### src/rtl/cpu_din_mux_n_if.sv
// Bus bundle between the device read buses, the Z80 DI port and cpu_din_mux_n.
// coll_count / first_coll_idx exist only when CPU_DIN_CONTENTION_LOG_EN is defined.
interface cpu_din_mux_n_if #(
  parameter int unsigned DATA_W = 8,
  parameter int unsigned NSRC   = 16
);
  localparam int unsigned IDX_W = (NSRC > 1) ? $clog2(NSRC) : 1;

  logic [NSRC*DATA_W-1:0] src_data;
  logic [NSRC-1:0]        src_sel;
  logic                   reset_cs;
  logic                   z80Read;
  logic [DATA_W-1:0]      s100DataIn;
  logic                   err_clr;
  logic [DATA_W-1:0]      outData;
  logic                   data_valid;
  logic                   src_hit;
  logic [IDX_W-1:0]       active_src;
  logic                   multi_sel;
`ifdef CPU_DIN_CONTENTION_LOG_EN
  logic [7:0]             coll_count;
  logic [IDX_W-1:0]       first_coll_idx;

  modport master (
    output src_data, src_sel, reset_cs, z80Read, s100DataIn, err_clr,
    input  outData, data_valid, src_hit, active_src, multi_sel, coll_count, first_coll_idx
  );
  modport slave (
    input  src_data, src_sel, reset_cs, z80Read, s100DataIn, err_clr,
    output outData, data_valid, src_hit, active_src, multi_sel, coll_count, first_coll_idx
  );
`else
  modport master (
    output src_data, src_sel, reset_cs, z80Read, s100DataIn, err_clr,
    input  outData, data_valid, src_hit, active_src, multi_sel
  );
  modport slave (
    input  src_data, src_sel, reset_cs, z80Read, s100DataIn, err_clr,
    output outData, data_valid, src_hit, active_src, multi_sel
  );
`endif
endinterface

### src/rtl/cpu_din_mux_n.sv
// Fixed-priority CPU data-in selector: synchronised read strobe, settle window, per-read freeze.
// Define CPU_DIN_CONTENTION_LOG_EN to add the collision counter and first-collision index.
module cpu_din_mux_n #(
  parameter int unsigned       DATA_W     = 8,
  parameter int unsigned       NSRC       = 16,
  parameter int unsigned       SETTLE_CYC = 2,
  parameter logic [DATA_W-1:0] RESET_FILL = '0
) (
  input logic            pll0_250MHz,
  input logic            n_reset,
  cpu_din_mux_n_if.slave bus
);
  localparam int unsigned IDX_W = (NSRC > 1) ? $clog2(NSRC) : 1;
  localparam int unsigned CNT_W = (SETTLE_CYC > 0) ? $clog2(SETTLE_CYC + 1) : 1;

  typedef enum logic [1:0] {IDLE = 2'd0, SETTLE = 2'd1, HOLD = 2'd2} state_t;

  state_t            state, stateNext;
  logic [CNT_W-1:0]  cnt, cntNext;
  logic [DATA_W-1:0] outQ, outNext;
  logic              dvQ, dvNext;
  logic              hitQ, hitNext;
  logic [IDX_W-1:0]  idxQ, idxNext;
  logic              rdMeta, rdS, rdSD;
  logic              multiQ;

  logic [DATA_W-1:0] srcWord_c [NSRC];
  logic [NSRC-1:0]   hiSel_c, sel2_c;
  logic [IDX_W-1:0]  hiIdx_c;
  logic              rdRise_c, coll_c, loadCand_c;
  logic              candValid_c, candHit_c;
  logic [DATA_W-1:0] candData_c;
  logic [IDX_W-1:0]  candIdx_c;

  // Index of the lowest set bit (highest priority), 0 when none is set.
  function automatic logic [IDX_W-1:0] lowestIdx(input logic [NSRC-1:0] v);
    logic [IDX_W-1:0] idx;
    idx = '0;
    for (int i = NSRC - 1; i >= 0; i--) begin
      if (v[i]) idx = IDX_W'(i);
    end
    return idx;
  endfunction

  for (genvar g = 0; g < NSRC; g++) begin : g_split
    assign srcWord_c[g] = bus.src_data[g*DATA_W +: DATA_W];
  end

  // Clearing the lowest set bit leaves a non-zero vector exactly when two or more selects collide.
  assign hiSel_c  = bus.src_sel & ~NSRC'(1);
  assign hiIdx_c  = lowestIdx(hiSel_c);
  assign sel2_c   = bus.src_sel & (bus.src_sel - NSRC'(1));
  assign coll_c   = |sel2_c;
  assign rdRise_c = rdS & ~rdSD;

  always_ff @(posedge pll0_250MHz or negedge n_reset) begin
    if (!n_reset) begin
      rdMeta <= 1'b0;
      rdS    <= 1'b0;
      rdSD   <= 1'b0;
    end else begin
      rdMeta <= bus.z80Read;
      rdS    <= rdMeta;
      rdSD   <= rdS;
    end
  end

  // Boot source 0 beats the NOP fill; the S-100 bus only drives during a read.
  always_comb begin
    candValid_c = 1'b1;
    candHit_c   = |bus.src_sel;
    candIdx_c   = '0;
    candData_c  = RESET_FILL;
    if (bus.src_sel[0]) begin
      candData_c = srcWord_c[0];
    end else if (bus.reset_cs) begin
      candData_c = RESET_FILL;
    end else if (|hiSel_c) begin
      candIdx_c  = hiIdx_c;
      candData_c = srcWord_c[hiIdx_c];
    end else if (rdS) begin
      candData_c = bus.s100DataIn;
    end else begin
      candValid_c = 1'b0;
    end
  end

  always_ff @(posedge pll0_250MHz or negedge n_reset) begin
    if (!n_reset) begin
      state <= IDLE;
      cnt   <= '0;
      outQ  <= RESET_FILL;
      dvQ   <= 1'b0;
      hitQ  <= 1'b0;
      idxQ  <= '0;
    end else begin
      state <= stateNext;
      cnt   <= cntNext;
      outQ  <= outNext;
      dvQ   <= dvNext;
      hitQ  <= hitNext;
      idxQ  <= idxNext;
    end
  end

  always_comb begin
    stateNext  = state;
    cntNext    = cnt;
    dvNext     = dvQ;
    outNext    = outQ;
    hitNext    = hitQ;
    idxNext    = idxQ;
    loadCand_c = 1'b0;
    case (state)
      IDLE: begin
        dvNext     = 1'b0;
        loadCand_c = candValid_c;
        if (rdRise_c) begin
          if (SETTLE_CYC == 0) begin
            stateNext = HOLD;
            dvNext    = 1'b1;
          end else begin
            stateNext = SETTLE;
            cntNext   = CNT_W'(SETTLE_CYC);
          end
        end
      end
      SETTLE: begin
        loadCand_c = candValid_c;
        if (!rdS) begin
          stateNext = IDLE;
          dvNext    = 1'b0;
        end else if (cnt <= CNT_W'(1)) begin
          stateNext = HOLD;
          dvNext    = 1'b1;
        end else begin
          cntNext = cnt - CNT_W'(1);
        end
      end
      HOLD: begin
        if (!rdS) begin
          stateNext = IDLE;
          dvNext    = 1'b0;
        end
      end
      default: begin
        stateNext = IDLE;
        dvNext    = 1'b0;
      end
    endcase
    if (loadCand_c) begin
      outNext = candData_c;
      hitNext = candHit_c;
      idxNext = candIdx_c;
    end
  end

  // Sticky collision flag; a collision in the clearing cycle keeps it set.
  always_ff @(posedge pll0_250MHz or negedge n_reset) begin
    if (!n_reset) begin
      multiQ <= 1'b0;
    end else if (coll_c) begin
      multiQ <= 1'b1;
    end else if (bus.err_clr) begin
      multiQ <= 1'b0;
    end
  end

  assign bus.outData    = outQ;
  assign bus.data_valid = dvQ;
  assign bus.src_hit    = hitQ;
  assign bus.active_src = idxQ;
  assign bus.multi_sel  = multiQ;

`ifdef CPU_DIN_CONTENTION_LOG_EN
  logic [7:0]       collCount, collBase_c;
  logic [IDX_W-1:0] firstIdx;
  logic             firstSeen, seenBase_c;

  // err_clr acts first, then the current cycle's collision is counted on top.
  assign collBase_c = bus.err_clr ? 8'h00 : collCount;
  assign seenBase_c = bus.err_clr ? 1'b0 : firstSeen;

  always_ff @(posedge pll0_250MHz or negedge n_reset) begin
    if (!n_reset) begin
      collCount <= 8'h00;
      firstSeen <= 1'b0;
      firstIdx  <= '0;
    end else begin
      collCount <= (coll_c && (collBase_c != 8'hFF)) ? collBase_c + 8'h01 : collBase_c;
      firstSeen <= seenBase_c | coll_c;
      if (coll_c && !seenBase_c) begin
        firstIdx <= lowestIdx(sel2_c);
      end else if (bus.err_clr) begin
        firstIdx <= '0;
      end
    end
  end

  assign bus.coll_count     = collCount;
  assign bus.first_coll_idx = firstIdx;
`else
  // Without the log, multi_sel alone reports contention.
`endif

endmodule

### src/flat_wrapper.sv
// flat-port wrapper written by rule: the top's interface ports become plain ports
module cpu_din_mux_n_flat 
#(
  parameter int unsigned       DATA_W     = 8,
  parameter int unsigned       NSRC       = 16,
  parameter int unsigned       SETTLE_CYC = 2,
  parameter logic [DATA_W-1:0] RESET_FILL = '0
)
  (pll0_250MHz, n_reset, bus_src_data, bus_src_sel, bus_reset_cs, bus_z80Read, bus_s100DataIn, bus_err_clr, bus_outData, bus_data_valid, bus_src_hit, bus_active_src, bus_multi_sel);
  cpu_din_mux_n_if #(.DATA_W(DATA_W), .NSRC(NSRC)) bus_i ();
  input logic pll0_250MHz;
  input logic n_reset;
  input wire logic [$bits(bus_i.src_data)-1:0] bus_src_data;
  input wire logic [$bits(bus_i.src_sel)-1:0] bus_src_sel;
  input wire logic [$bits(bus_i.reset_cs)-1:0] bus_reset_cs;
  input wire logic [$bits(bus_i.z80Read)-1:0] bus_z80Read;
  input wire logic [$bits(bus_i.s100DataIn)-1:0] bus_s100DataIn;
  input wire logic [$bits(bus_i.err_clr)-1:0] bus_err_clr;
  output wire logic [$bits(bus_i.outData)-1:0] bus_outData;
  output wire logic [$bits(bus_i.data_valid)-1:0] bus_data_valid;
  output wire logic [$bits(bus_i.src_hit)-1:0] bus_src_hit;
  output wire logic [$bits(bus_i.active_src)-1:0] bus_active_src;
  output wire logic [$bits(bus_i.multi_sel)-1:0] bus_multi_sel;
  assign bus_i.src_data = bus_src_data;
  assign bus_i.src_sel = bus_src_sel;
  assign bus_i.reset_cs = bus_reset_cs;
  assign bus_i.z80Read = bus_z80Read;
  assign bus_i.s100DataIn = bus_s100DataIn;
  assign bus_i.err_clr = bus_err_clr;
  assign bus_outData = bus_i.outData;
  assign bus_data_valid = bus_i.data_valid;
  assign bus_src_hit = bus_i.src_hit;
  assign bus_active_src = bus_i.active_src;
  assign bus_multi_sel = bus_i.multi_sel;
  cpu_din_mux_n #(.DATA_W(DATA_W), .NSRC(NSRC), .SETTLE_CYC(SETTLE_CYC), .RESET_FILL(RESET_FILL)) u_core (.pll0_250MHz(pll0_250MHz), .n_reset(n_reset), .bus(bus_i));
endmodule
### config.mk
export PLATFORM = sky130hd
export DESIGN_NAME = cpu_din_mux_n_flat
export DESIGN_NICKNAME = d
export VERILOG_FILES = /design/src/rtl/cpu_din_mux_n_if.sv /design/src/rtl/cpu_din_mux_n.sv /design/src/flat_wrapper.sv
export SDC_FILE = /design/constraint.sdc
export NUM_CORES = 1
export LEC_CHECK = 0
export CAP_MARGIN = 0
export CELL_PAD_IN_SITES_DETAIL_PLACEMENT = 0
export CELL_PAD_IN_SITES_GLOBAL_PLACEMENT = 2
export CORE_ASPECT_RATIO = 1.5
export CORE_MARGIN = 2
export CORE_UTILIZATION = 21
export DETAILED_ROUTE_END_ITERATION = 6
export GPL_TIMING_DRIVEN = 0
export HOLD_SLACK_MARGIN = 0.02
export PLACE_DENSITY = 0.88
export RECOVER_POWER = 50
export SLEW_MARGIN = 20
export SYNTH_ARGS = -nofsm -noshare
export SYNTH_HDL_FRONTEND = slang
export SYNTH_SLANG_ARGS = --single-unit
### constraint.sdc
create_clock -name pll0_250MHz -period 2.9 [get_ports pll0_250MHz]
set_clock_uncertainty 0.1 [all_clocks]
set_input_delay 0.29 -clock pll0_250MHz [delete_from_list [all_inputs] [get_ports pll0_250MHz]]
set_output_delay 0.29 -clock pll0_250MHz [all_outputs]
set_load 0.02 [all_outputs]
Word-level counts from Yosys, hierarchy flattened
Index checks and enable logic that the tools add are counted.

operators by class
  $add $sub $neg = 2
  order comparisons = 2
  equality and inequality tests = 7
  muxes and demuxes = 45
  bitwise operators = 4
  reductions and logical operators = 10

operators by type and width
  operator                 number
  $mux W4                  18
  $mux W8                  6
  $bmux W8 S4              1
  $reduce_or A16 Y1        2
  $and A16 B16 Y16         1
  $sub A16 B1 Y16 const B  1
  $reduce_or A15 Y1        1
  $mux W2                  7
  $mux W1                  10
  $pmux W2 S3              1
  $ge A5 B5 Y1 const B     1
  $not A4 Y5               1
  $ne A2 B1 Y1 const B     2
  $ne A2 B2 Y1 const B     2
  $pmux W2 S2              1
  $reduce_and A4 Y1        1
  $reduce_bool A2 Y1       2
  $ne A3 B3 Y1 const B     1
  $reduce_and A3 Y1        1
  $eq A2 B1 Y1 const B     1
  $eq A2 B2 Y1 const B     1
  $le A2 B1 Y1 const B     1
  $logic_not A2 Y1         1
  $pmux W1 S2              1
  other kinds (5)          5

storage, ports and cells
  register bits = 22
  input bits = 157
  output and inout bits = 15

Longest topological paths before layout
Gate-level depths: netlist of run 1.

  depth in word-level cells = 22
  mapped depth = 9

Worst setup path before layout of run 1
OpenSTA, ideal clock, no wires.

  path kind = input -> register
  start point = input bus_src_sel[11]
  end point = register u_core.outQ[6] (netlist: u_core.bus.outData[6])
  setup time = 0.138 ns
  arrival time = 1.935 ns
  required time = 2.662 ns
  setup slack = 0.728 ns
  stages on the path = 8
  path buffers = 1
  cells stage by stage = or4_1 > o21ai_1 > nand2_1 > clkbuf_1 > o211ai_1 > o311ai_0 > a221oi_1 > a221oi_2

on the way
  word-level cells in the longest chain between the ends = 18
  elaborated cells on any way between the ends = 23
  classes of those cells = 21 x mux; 1 x bitwise; 1 x reduce/logical

ends and longest elaborated chain
  what                                         line                 source
  start: declaration                           flat_wrapper.sv:14   input wire logic [$bits(bus_i.src_sel)-1:0] bus_src_sel;
  $mux W4 (11 in series)                       cpu_din_mux_n.sv:40  if (v[i]) idx = IDX_W'(i);
  $not A4 Y5 (implied by the code)             cpu_din_mux_n.sv:80  candData_c = srcWord_c[hiIdx_c];
  $bmux W8 S4                                  cpu_din_mux_n.sv:80
  $mux W8 (implied by the code) (2 in series)  cpu_din_mux_n.sv:80
  $mux W8                                      cpu_din_mux_n.sv:78  end else if (|hiSel_c) begin
  $mux W8                                      cpu_din_mux_n.sv:76  end else if (bus.reset_cs) begin
  $mux W8                                      cpu_din_mux_n.sv:74  if (bus.src_sel[0]) begin
  end signal: assignment                       cpu_din_mux_n.sv:99  outQ <= outNext;
  end: declaration                             cpu_din_mux_n.sv:20  logic [DATA_W-1:0] outQ, outNext;

Parallel ways exist; a longest one is shown, timed or not. The select of a mux whose other input is x is not followed.
A chain may end at the register's enable or synchronous reset.

Worst setup path in the final report of run 1
  start point = input bus_src_sel[6]
  end point = register u_core.outQ[2] (netlist: u_core.bus.outData[2])

on the way
  word-level cells in the longest chain between the ends = 13
  elaborated cells on any way between the ends = 18
  classes of those cells = 16 x mux; 1 x bitwise; 1 x reduce/logical

ends and longest elaborated chain
  what                                         line
  $mux W4 (6 in series)                        cpu_din_mux_n.sv:40
  $not A4 Y5 (implied by the code)             cpu_din_mux_n.sv:80
  $bmux W8 S4                                  cpu_din_mux_n.sv:80
  $mux W8 (implied by the code) (2 in series)  cpu_din_mux_n.sv:80
  $mux W8                                      cpu_din_mux_n.sv:78
  $mux W8                                      cpu_din_mux_n.sv:76
  $mux W8                                      cpu_din_mux_n.sv:74

Parallel ways exist; a longest one is shown, timed or not. The select of a mux whose other input is x is not followed.

==> results of run 1 <==
-- stage by stage --
step / TNS, ns / total power, mW / util / setup slack, ns
2_1_floorplan: 0 / 0.762 / - / 0.728
3_3_place_gp: -3.55 / 1.18 / 0.357 / -0.527
3_5_place_dp: -3.82 / 1.19 / 0.357 / -0.562
4_1_cts: 0 / 1.59 / 0.369 / 0.0274
5_1_grt: -0.0139 / 1.70 / 0.378 / -0.0126
6_report: 0 / 1.61 / 0.378 / 0.125
-- state kept, by name, summed over array words and instances, names as in the netlist --
name / count
u_core.bus.active_src: 4
u_core.bus.data_valid: 1
u_core.bus.multi_sel: 1
u_core.bus.outData: 8
u_core.bus.src_hit: 1
u_core.cnt: 2
u_core.rdMeta: 1
u_core.rdS: 1
u_core.rdSD: 1
u_core.state: 2
-- cells in the mapped netlist, types with 2 or more instances --
cell	number
a21oi_1	20
a221o_1	8
a221oi_1	20
a221oi_2	5
a311o_1	8
a31oi_1	8
and2_1	2
buf_2	6
buf_4	3
clkbuf_1	22
dfrtp_1	22
inv_1	40
maj3_1	4
mux2_2	8
nand2_1	40
nand2b_1	15
nor2_1	17
nor2b_1	2
nor3_1	5
o2111ai_1	9
o211ai_1	40
o21ai_0	28
o311ai_0	16
o31ai_1	5
or3_1	2
or4_1	3
-- layout make-up --
| class | count | share of cell area |
|---|---|---|
| Sequential cell | 22 | 0.109 |
| Multi-Input combinational cell | 289 | 0.417 |
| Timing Repair Buffer | 178 | 0.349 |
| Buffer | 33 | 0.0338 |
| Inverter | 41 | 0.0304 |
| Clock buffer | 3 | 0.0148 |
| Tap cell | 162 | 0.0400 |
| Clock inverter | 1 | 0.00592 |
-- power by group through the flow --
stage / Clock [mW] / Combinational [mW] / Sequential [mW]
4_1_cts: 0.393 / 0.809 / 0.391
2_1_floorplan: 0 / 0.335 / 0.428
3_5_place_dp: 0 / 0.795 / 0.397
3_3_place_gp: 0 / 0.784 / 0.393
6_report: 0.386 / 0.829 / 0.391
5_1_grt: 0.405 / 0.893 / 0.399
-- worst max-delay path, cell delays in order --
cell             delay [ns]
clkdlybuf4s50_1        0.53
nor4_4                 0.44
nand2_1                0.12
or3_1                  0.31
clkbuf_1               0.27
a21oi_1                0.27
o311ai_2               0.15
a221oi_2               0.30
a221oi_1               0.09
-- logic make-up after synthesis --
family | Yosys count | share of synthesized area
simple gates | 98 | 0.178
mux | 8 | 0.0314
flops | 22 | 0.192
compound gates | 178 | 0.474
buf+inv | 74 | 0.106
fa+ha+maj | 5 | 0.0183
-- worst min path at each step --
stage / to / cells after the start
2_1_floorplan: u_core.bus.active_src[0] / 0
3_3_place_gp: u_core.rdS / 0
3_5_place_dp: u_core.rdS / 0
4_1_cts: u_core.rdS / 0
5_1_grt: u_core.rdS / 0
6_report: u_core.rdS / 0
-- repair_timing --
action                                  4_1_cts  5_1_grt
gates resized for setup                      15       33
endpoints found under the hold margin         0       22
hold buffers                                  0        1
pin swaps                                     1        4
buffers inserted                              1        5
endpoints found under the setup margin        8        8
-- layer usage --
metal,track usage,wire [µm],share of wire,vias to the layer above
met4,0.0521,341,0.023,0
li1,-,-,-,1863
met3,0.0167,888,0.060,16
met5,0,0,0,-
met2,0.347,7660,0.52,219
met1,0.240,5840,0.40,1869
==> results.toml, run 1 <==
[cells_and_area]
diodes = 0
fin_area_um2 = 5070
final_nets = 726
area_growth_pct = 76.8
seq_area_um2 = 551
n_fill_cell = 1399
multi_input_comb_area_um2 = 2120
drive_gt1_frac = 0.122
final_common_cell = "clkdlybuf4s50_1"
fin_cells = 729
final_cell_mix = "clkdlybuf4s50_1, inv_1, o211ai_1"

[sta]
worstMarginPinSlew_ns = 1.26
finalSetupViolations = 0
slew_headroom = 0.159
max_freq_mhz = 360
post-route-min-period_ns = 2.77
finalHoldViolations = 0
rsz0062_at_grt = "true"
slew_violations = 0
fin_crit_sh = 0.957
hold_ws_ns = 0.248

[floorplanning]
start_util = 0.214
die_w_um = 99.4
fp.coreArea_um2 = 13400
num_io_pins = 172
die-area_um2 = 14600
placementRows = 52
die_h_um = 147

[critical_path]
crit_type = "input pin to flip-flop"
cp-start-kind = "input pin"
startpoint = "bus_src_sel[6]"
r2r_end = "u_core.bus.outData[2]"
crit_path_end = "u_core.bus.outData[2]"
rr_startpoint = "u_core.state[1]"
worst_setup_path_end_kind = "flip-flop"
crit_arrival_ns = 2.79
r2r_slack_ns = 0.61
critical_path_peak_fanout = 9
required_ns = 2.92
reg2reg_depth = 7

[cts]
cts-root-buf = "clkbuf_16"
clockBufferDepth = 2
clk_pin_slew_ns = 0.06
clk_latency_ns = 0.25
cts_made_buffers = 3
h-tree-depth = 1
clkSinkCount = 22
cts_tree = "built"

[yosys]
yosysSeqAreaShare = 0.192
synth.avg_cell_area_um2 = 7.45
async_reset_ff_frac = 1.00
synth_area_leaders = "dfrtp_1, o211ai_1, a221oi_1, inv_1, nand2_1"
netlist_instances = 385
synth_top_area_frac = 0.192
synthesis.area_um2 = 2870
synth_ff_type = "dfrtp_1"
synth-seq-cells = 22
syn_nets = 543
yosysTopAreaCell = "dfrtp_1"
synth_edf_count = 0
yosys_warnings = 0
yosys.cell_types.count = 53

[route]
drtPass1Iterations = 5
drc = 0
dr_total_vias = 3967
via_per_inst = 5.44
routed_wl_um = 14700
avgRoutedWirePerCell_um = 20.2
initialDrtViolationCount = 249
drtAntennaViolNets = 0

[power_and_ir_drop]
switching_share = 0.348
leakage_nw = 1.91
cellPowerDensity_nw_per_um2 = 317
p_comb_frac = 0.516
p_seq_frac = 0.243
ir_drop_v = 0.000210
switching_power_mw = 0.559
power_frac_clock = 0.240
intPower_mw = 1.05

[flow_run]
maxCapViolCount = 0

[hold_path]
hp-class = "flip-flop to flip-flop"
worstHoldStart = "u_core.rdMeta"

[global_routing]
grt_pass1_vias = 4045
grt_pass1_wl_um = 22300
overflow = 0
grt_usage = 0.191
antenna_found_initial = 0
grt_max_degree = 23

[place]
hpwl_um = 12100
gp_congestion = 0.842
io_buffers = 171
numPlacedInstances = 718
placed_area_um2 = 4780

[status]
status = "completed"
Power figures use the tool's default switching activity.
==> run 2, diff against run 1 <==
--- a/config.mk
+++ b/config.mk
@@ -5,7 +5,7 @@
 export SDC_FILE = /design/constraint.sdc
 export NUM_CORES = 1
 export LEC_CHECK = 0
-export CAP_MARGIN = 0
+export CAP_MARGIN = 20
 export CELL_PAD_IN_SITES_DETAIL_PLACEMENT = 0
 export CELL_PAD_IN_SITES_GLOBAL_PLACEMENT = 2
 export CORE_ASPECT_RATIO = 1.5
@@ -20,3 +20,4 @@
 export SYNTH_ARGS = -nofsm -noshare
 export SYNTH_HDL_FRONTEND = slang
 export SYNTH_SLANG_ARGS = --single-unit
+export TNS_END_PERCENT = 50
==> run 2 against run 1 <==
  * Cell count down 0.14%
  * Register-to-register slack about the same
  * Sequential cell count stayed put
  * Critical path type unchanged
  * Clock power hardly changed
  * Highest routed layer unchanged
  * Critical endpoint unchanged
  * Setup slack got worse by 0.044 ns
==> results.toml, run 2 (synthesized netlist as in run 1, its figures left out) <==
[cells_and_area]
fin_cells = 728
multi_input_comb_area_um2 = 2120
drive_gt1_frac = 0.122
n_fill_cell = 1398
final_nets = 725
seq_area_um2 = 551
area_growth_pct = 76.7
fin_area_um2 = 5070
diodes = 0
largest_reg_flops = 8
final_common_cell = "clkdlybuf4s50_1"
utilization = 0.378
final_cell_mix = "clkdlybuf4s50_1, inv_1, o211ai_1"

[global_routing]
grt_pass1_wl_um = 22300
grt_pass1_vias = 4045
grt_usage = 0.191
grt_max_degree = 23
overflow = 0
antenna_found_initial = 0

[critical_path]
crit_type = "input pin to flip-flop"
crit_arrival_ns = 2.84
cp-start-kind = "input pin"
worst_setup_path_end_kind = "flip-flop"
critical_path_peak_fanout = 9
required_ns = 2.92

[cts]
h-tree-depth = 1
cts-root-buf = "clkbuf_16"
clk_pin_slew_ns = 0.06
cts_made_buffers = 3
clk_latency_ns = 0.25
clockBufferDepth = 2
clkSinkCount = 22
cts_tree = "built"

[sta]
slew_violations = 0
slew_headroom = 0.148
max_freq_mhz = 355
finalSetupViolations = 0
finalHoldViolations = 0
fin_crit_sh = 0.972
worstMarginPinSlew_ns = 1.28
setup_tns_ns = 0
hold_ws_ns = 0.248
rsz0062_at_grt = "true"
worst_slack_ns = 0.0813
post-route-min-period_ns = 2.82

[route]
dr_total_vias = 3979
dr_wl_met2_um = 7750
routed_wl_um = 14800
route.met3.wl_um = 902
initialDrtViolationCount = 283
drc = 0
drtPass1Iterations = 7
wl_met1_um = 5790
avgRoutedWirePerCell_um = 20.3
drtAntennaViolNets = 0
top_layer = "met4"
via_per_inst = 5.47

[floorplanning]
die_w_um = 99.4
fp.coreArea_um2 = 13400
placementRows = 52
die-area_um2 = 14600
die_h_um = 147
start_util = 0.214
num_io_pins = 172

[place]
hpwl_um = 12100
gp_congestion = 0.842
preCtsSetupSlack_ns = -0.562
numPlacedInstances = 718
placed_area_um2 = 4780
io_buffers = 171

[flow_run]
maxCapViolCount = 0

[power_and_ir_drop]
leakage_nw = 1.90
power_mw = 1.61
ir_drop_v = 0.000210
cellPowerDensity_nw_per_um2 = 317

[status]
status = "completed"

[hold_path]
hp-class = "flip-flop to flip-flop"
[run 2: cell types whose count changed in the layout (fill, tap and decap cells not counted), sizes merged]
cell	before	now
buf	14	13
[run 2: final timing paths]
check / slack, ns / to / startpoint / depth (start not counted)
max: 0.08 / u_core.bus.outData[2] / bus_src_sel[6] / 9
min: 0.25 / u_core.rdS / u_core.rdMeta / 0
max reg2reg: 0.60 / u_core.bus.outData[2] / u_core.state[1] / 7
min reg2reg: 0.25 / u_core.rdS / u_core.rdMeta / 0
max in group asynchronous: 1.20 / u_core.bus.outData[5] / n_reset / 2
min in group asynchronous: 0.74 / u_core.cnt[1] / n_reset / 2
[run 2: report_power, final]
group          internal, mW  switching, mW
sequential            0.359         0.0321
combinational         0.413          0.416
clock                 0.274          0.112
total                  1.05          0.560
[run 2: metal layers]
layer  GRT usage  vias up
met1       0.240     1907
li1            -     1859
met3      0.0167       18
met5           0        -
met2       0.347      195
met4      0.0521        0
[run 2: cell type report]
type	count	area share
clock inverters	1	0.00592
plain buffers	33	0.0338
well taps	162	0.0400
repair buffers	177	0.348
inverters	41	0.0304
multi-input cells	289	0.419
flip-flops and latches	22	0.109
clock buffers	3	0.0148
[run 2: timing repair]
action	CTS	global route
buffers inserted	1	4
endpoints found under the hold margin	0	22
pin swaps	1	4
endpoints found under the setup margin	8	8
gates cloned	0	0
hold buffers	0	1
gates resized for setup	15	34
[run 2: worst max-delay path, stage by stage]
cell	delay (ns)
clkdlybuf4s50_1	0.54
nor4_4	0.47
nand2_1	0.12
or3_1	0.31
clkbuf_1	0.28
a21oi_1	0.27
o311ai_2	0.16
a221oi_2	0.30
a221oi_1	0.09
==> run 3, diff against run 2 <==
--- a/config.mk
+++ b/config.mk
@@ -12,7 +12,6 @@
 export CORE_MARGIN = 2
 export CORE_UTILIZATION = 21
 export DETAILED_ROUTE_END_ITERATION = 6
-export GPL_TIMING_DRIVEN = 0
 export HOLD_SLACK_MARGIN = 0.02
 export PLACE_DENSITY = 0.88
 export RECOVER_POWER = 50
==> run 3 against run 2 <==
  * Cell area increased by 2.4%
  * Core utilization rose by 0.92 points
  * Cell count increased by 2.2%
  * Via count shrank 1.1%
  * Fmax grew 2.9%
  * Sequential power rose by 2%
  * Total power fell by 5.5%
==> results.toml, run 3 (synthesized netlist as in run 1, its figures left out) <==
[global_routing]
grt_pass1_vias = 4018
grt_pass1_wl_um = 21400
grt_max_degree = 26
antenna_found_initial = 0
overflow = 0
grt_usage = 0.184

[sta]
setup_tns_ns = 0
max_freq_mhz = 365
finalSetupViolations = 0
worstMarginPinSlew_ns = 1.24
post-route-min-period_ns = 2.74
rsz0062_at_grt = "false"
fin_crit_sh = 0.945
slew_headroom = 0.171
slew_violations = 0
finalHoldViolations = 0

[cts]
cts_setup_buffers = 0
clk_pin_slew_ns = 0.06
cts-root-buf = "clkbuf_16"
clockBufferDepth = 2
clk_latency_ns = 0.25
clkSinkCount = 22
cts_resized = 0
cts_made_buffers = 3
ctsHoldBuffers = 0
h-tree-depth = 1
cts_tree = "built"

[cells_and_area]
final_nets = 742
drive_gt1_frac = 0.144
fin_area_um2 = 5190
fin_cells = 744
n_fill_cell = 1378
final_common_cell = "clkdlybuf4s50_1"
largest_reg_flops = 8
area_growth_pct = 81.1
final_cell_mix = "clkdlybuf4s50_1, buf_4, inv_1, nand2_1, o211ai_1"
diodes = 0

[power_and_ir_drop]
power_mw = 1.52
switching_share = 0.353
intPower_mw = 0.982
p_comb_frac = 0.547
leakage_nw = 1.99
p_seq_frac = 0.261
cellPowerDensity_nw_per_um2 = 292
ir_drop_v = 0.000194
power_frac_clock = 0.192
switching_power_mw = 0.536

[floorplanning]
die_w_um = 99.4
die_h_um = 147
start_util = 0.214
num_io_pins = 172
fp.coreArea_um2 = 13400
die-area_um2 = 14600
placementRows = 52

[status]
status = "completed"

[critical_path]
worst_setup_path_end_kind = "flip-flop"
crit_type = "input pin to flip-flop"
required_ns = 2.93
cp-start-kind = "input pin"
critical_path_peak_fanout = 9
crit_arrival_ns = 2.77

[place]
io_buffers = 171
numPlacedInstances = 741
placed_area_um2 = 5120
gp_congestion = 0.862
hpwl_um = 11600

[route]
initialDrtViolationCount = 197
drtAntennaViolNets = 0
via_per_inst = 5.29
dr_total_vias = 3937
drc = 0
drtPass1Iterations = 5
routed_wl_um = 13900
avgRoutedWirePerCell_um = 18.6

[hold_path]
hp-class = "flip-flop to flip-flop"

[flow_run]
maxCapViolCount = 0
-- run 3: cell types whose count changed in the layout (fill, tap and decap cells not counted), moves of 5 or more --
cell | previous run | this run
a221oi_1 | 13 | 20
o311ai_1 | 9 | 1
clkbuf_1 | 15 | 2
clkbuf_2 | 9 | 0
buf_4 | 10 | 49
a221oi_2 | 11 | 5
buf_12 | 0 | 5
o311ai_0 | 5 | 15
-- run 3: layout make-up --
type | count | area (µm²) | share of cell area
Clock buffer | 3 | 75.1 | 0.0145
Inverter | 41 | 154 | 0.0296
Multi-Input combinational cell | 289 | 2020 | 0.390
Sequential cell | 22 | 551 | 0.106
Tap cell | 162 | 203 | 0.0390
Timing Repair Buffer | 227 | 2190 | 0.421
-- run 3: routing by layer --
metal,vias to the layer above,part of all wire,track usage
met3,10,0.054,0.0186
met2,151,0.52,0.333
met5,-,0,0
met4,0,0.015,0.0466
met1,1877,0.41,0.230
li1,1899,-,-
-- run 3: path summary, 6_finish.rpt --
| kind | startpoint | end | slack, ns | depth (start not counted) |
|---|---|---|---|---|
| setup reg to reg | u_core.state[1] | u_core.bus.outData[1] | 0.85 | 5 |
| max in group asynchronous | n_reset | u_core.bus.data_valid | 1.24 | 2 |
| min in group asynchronous | n_reset | u_core.rdS | 0.72 | 2 |
| hold / removal | u_core.rdMeta | u_core.rdS | 0.25 | 0 |
| hold reg to reg | u_core.rdMeta | u_core.rdS | 0.25 | 0 |
| setup / recovery | bus_src_sel[7] | u_core.bus.outData[0] | 0.16 | 9 |
-- run 3: power groups by stage --
stage          clock network (mW)  logic (mW)  registers [mW]
3_3_place_gp                    0       0.824           0.401
3_5_place_dp                    0       0.832           0.403
2_1_floorplan                   0       0.335           0.428
6_report                    0.291       0.830           0.397
4_1_cts                     0.295       0.836           0.397
5_1_grt                     0.307       0.902           0.404
-- run 3: critical path, stage by stage --
cell,delay [ns]
clkdlybuf4s50_1,0.50
nor4_4,0.47
nand2_1,0.12
or3_1,0.51
a21oi_1,0.20
o311ai_0,0.15
a221oi_1,0.33
buf_4,0.17
a221oi_1,0.04
-- run 3: stage by stage --
step           worst slack (ns)  utilization  hold WS (ns)
3_3_place_gp            -0.0698        0.382         0.237
6_report                  0.160        0.387         0.252
3_5_place_dp             -0.126        0.382         0.238
5_1_grt                  0.0104        0.387         0.259
4_1_cts                   0.139        0.388         0.251
2_1_floorplan             0.728            -        -0.106
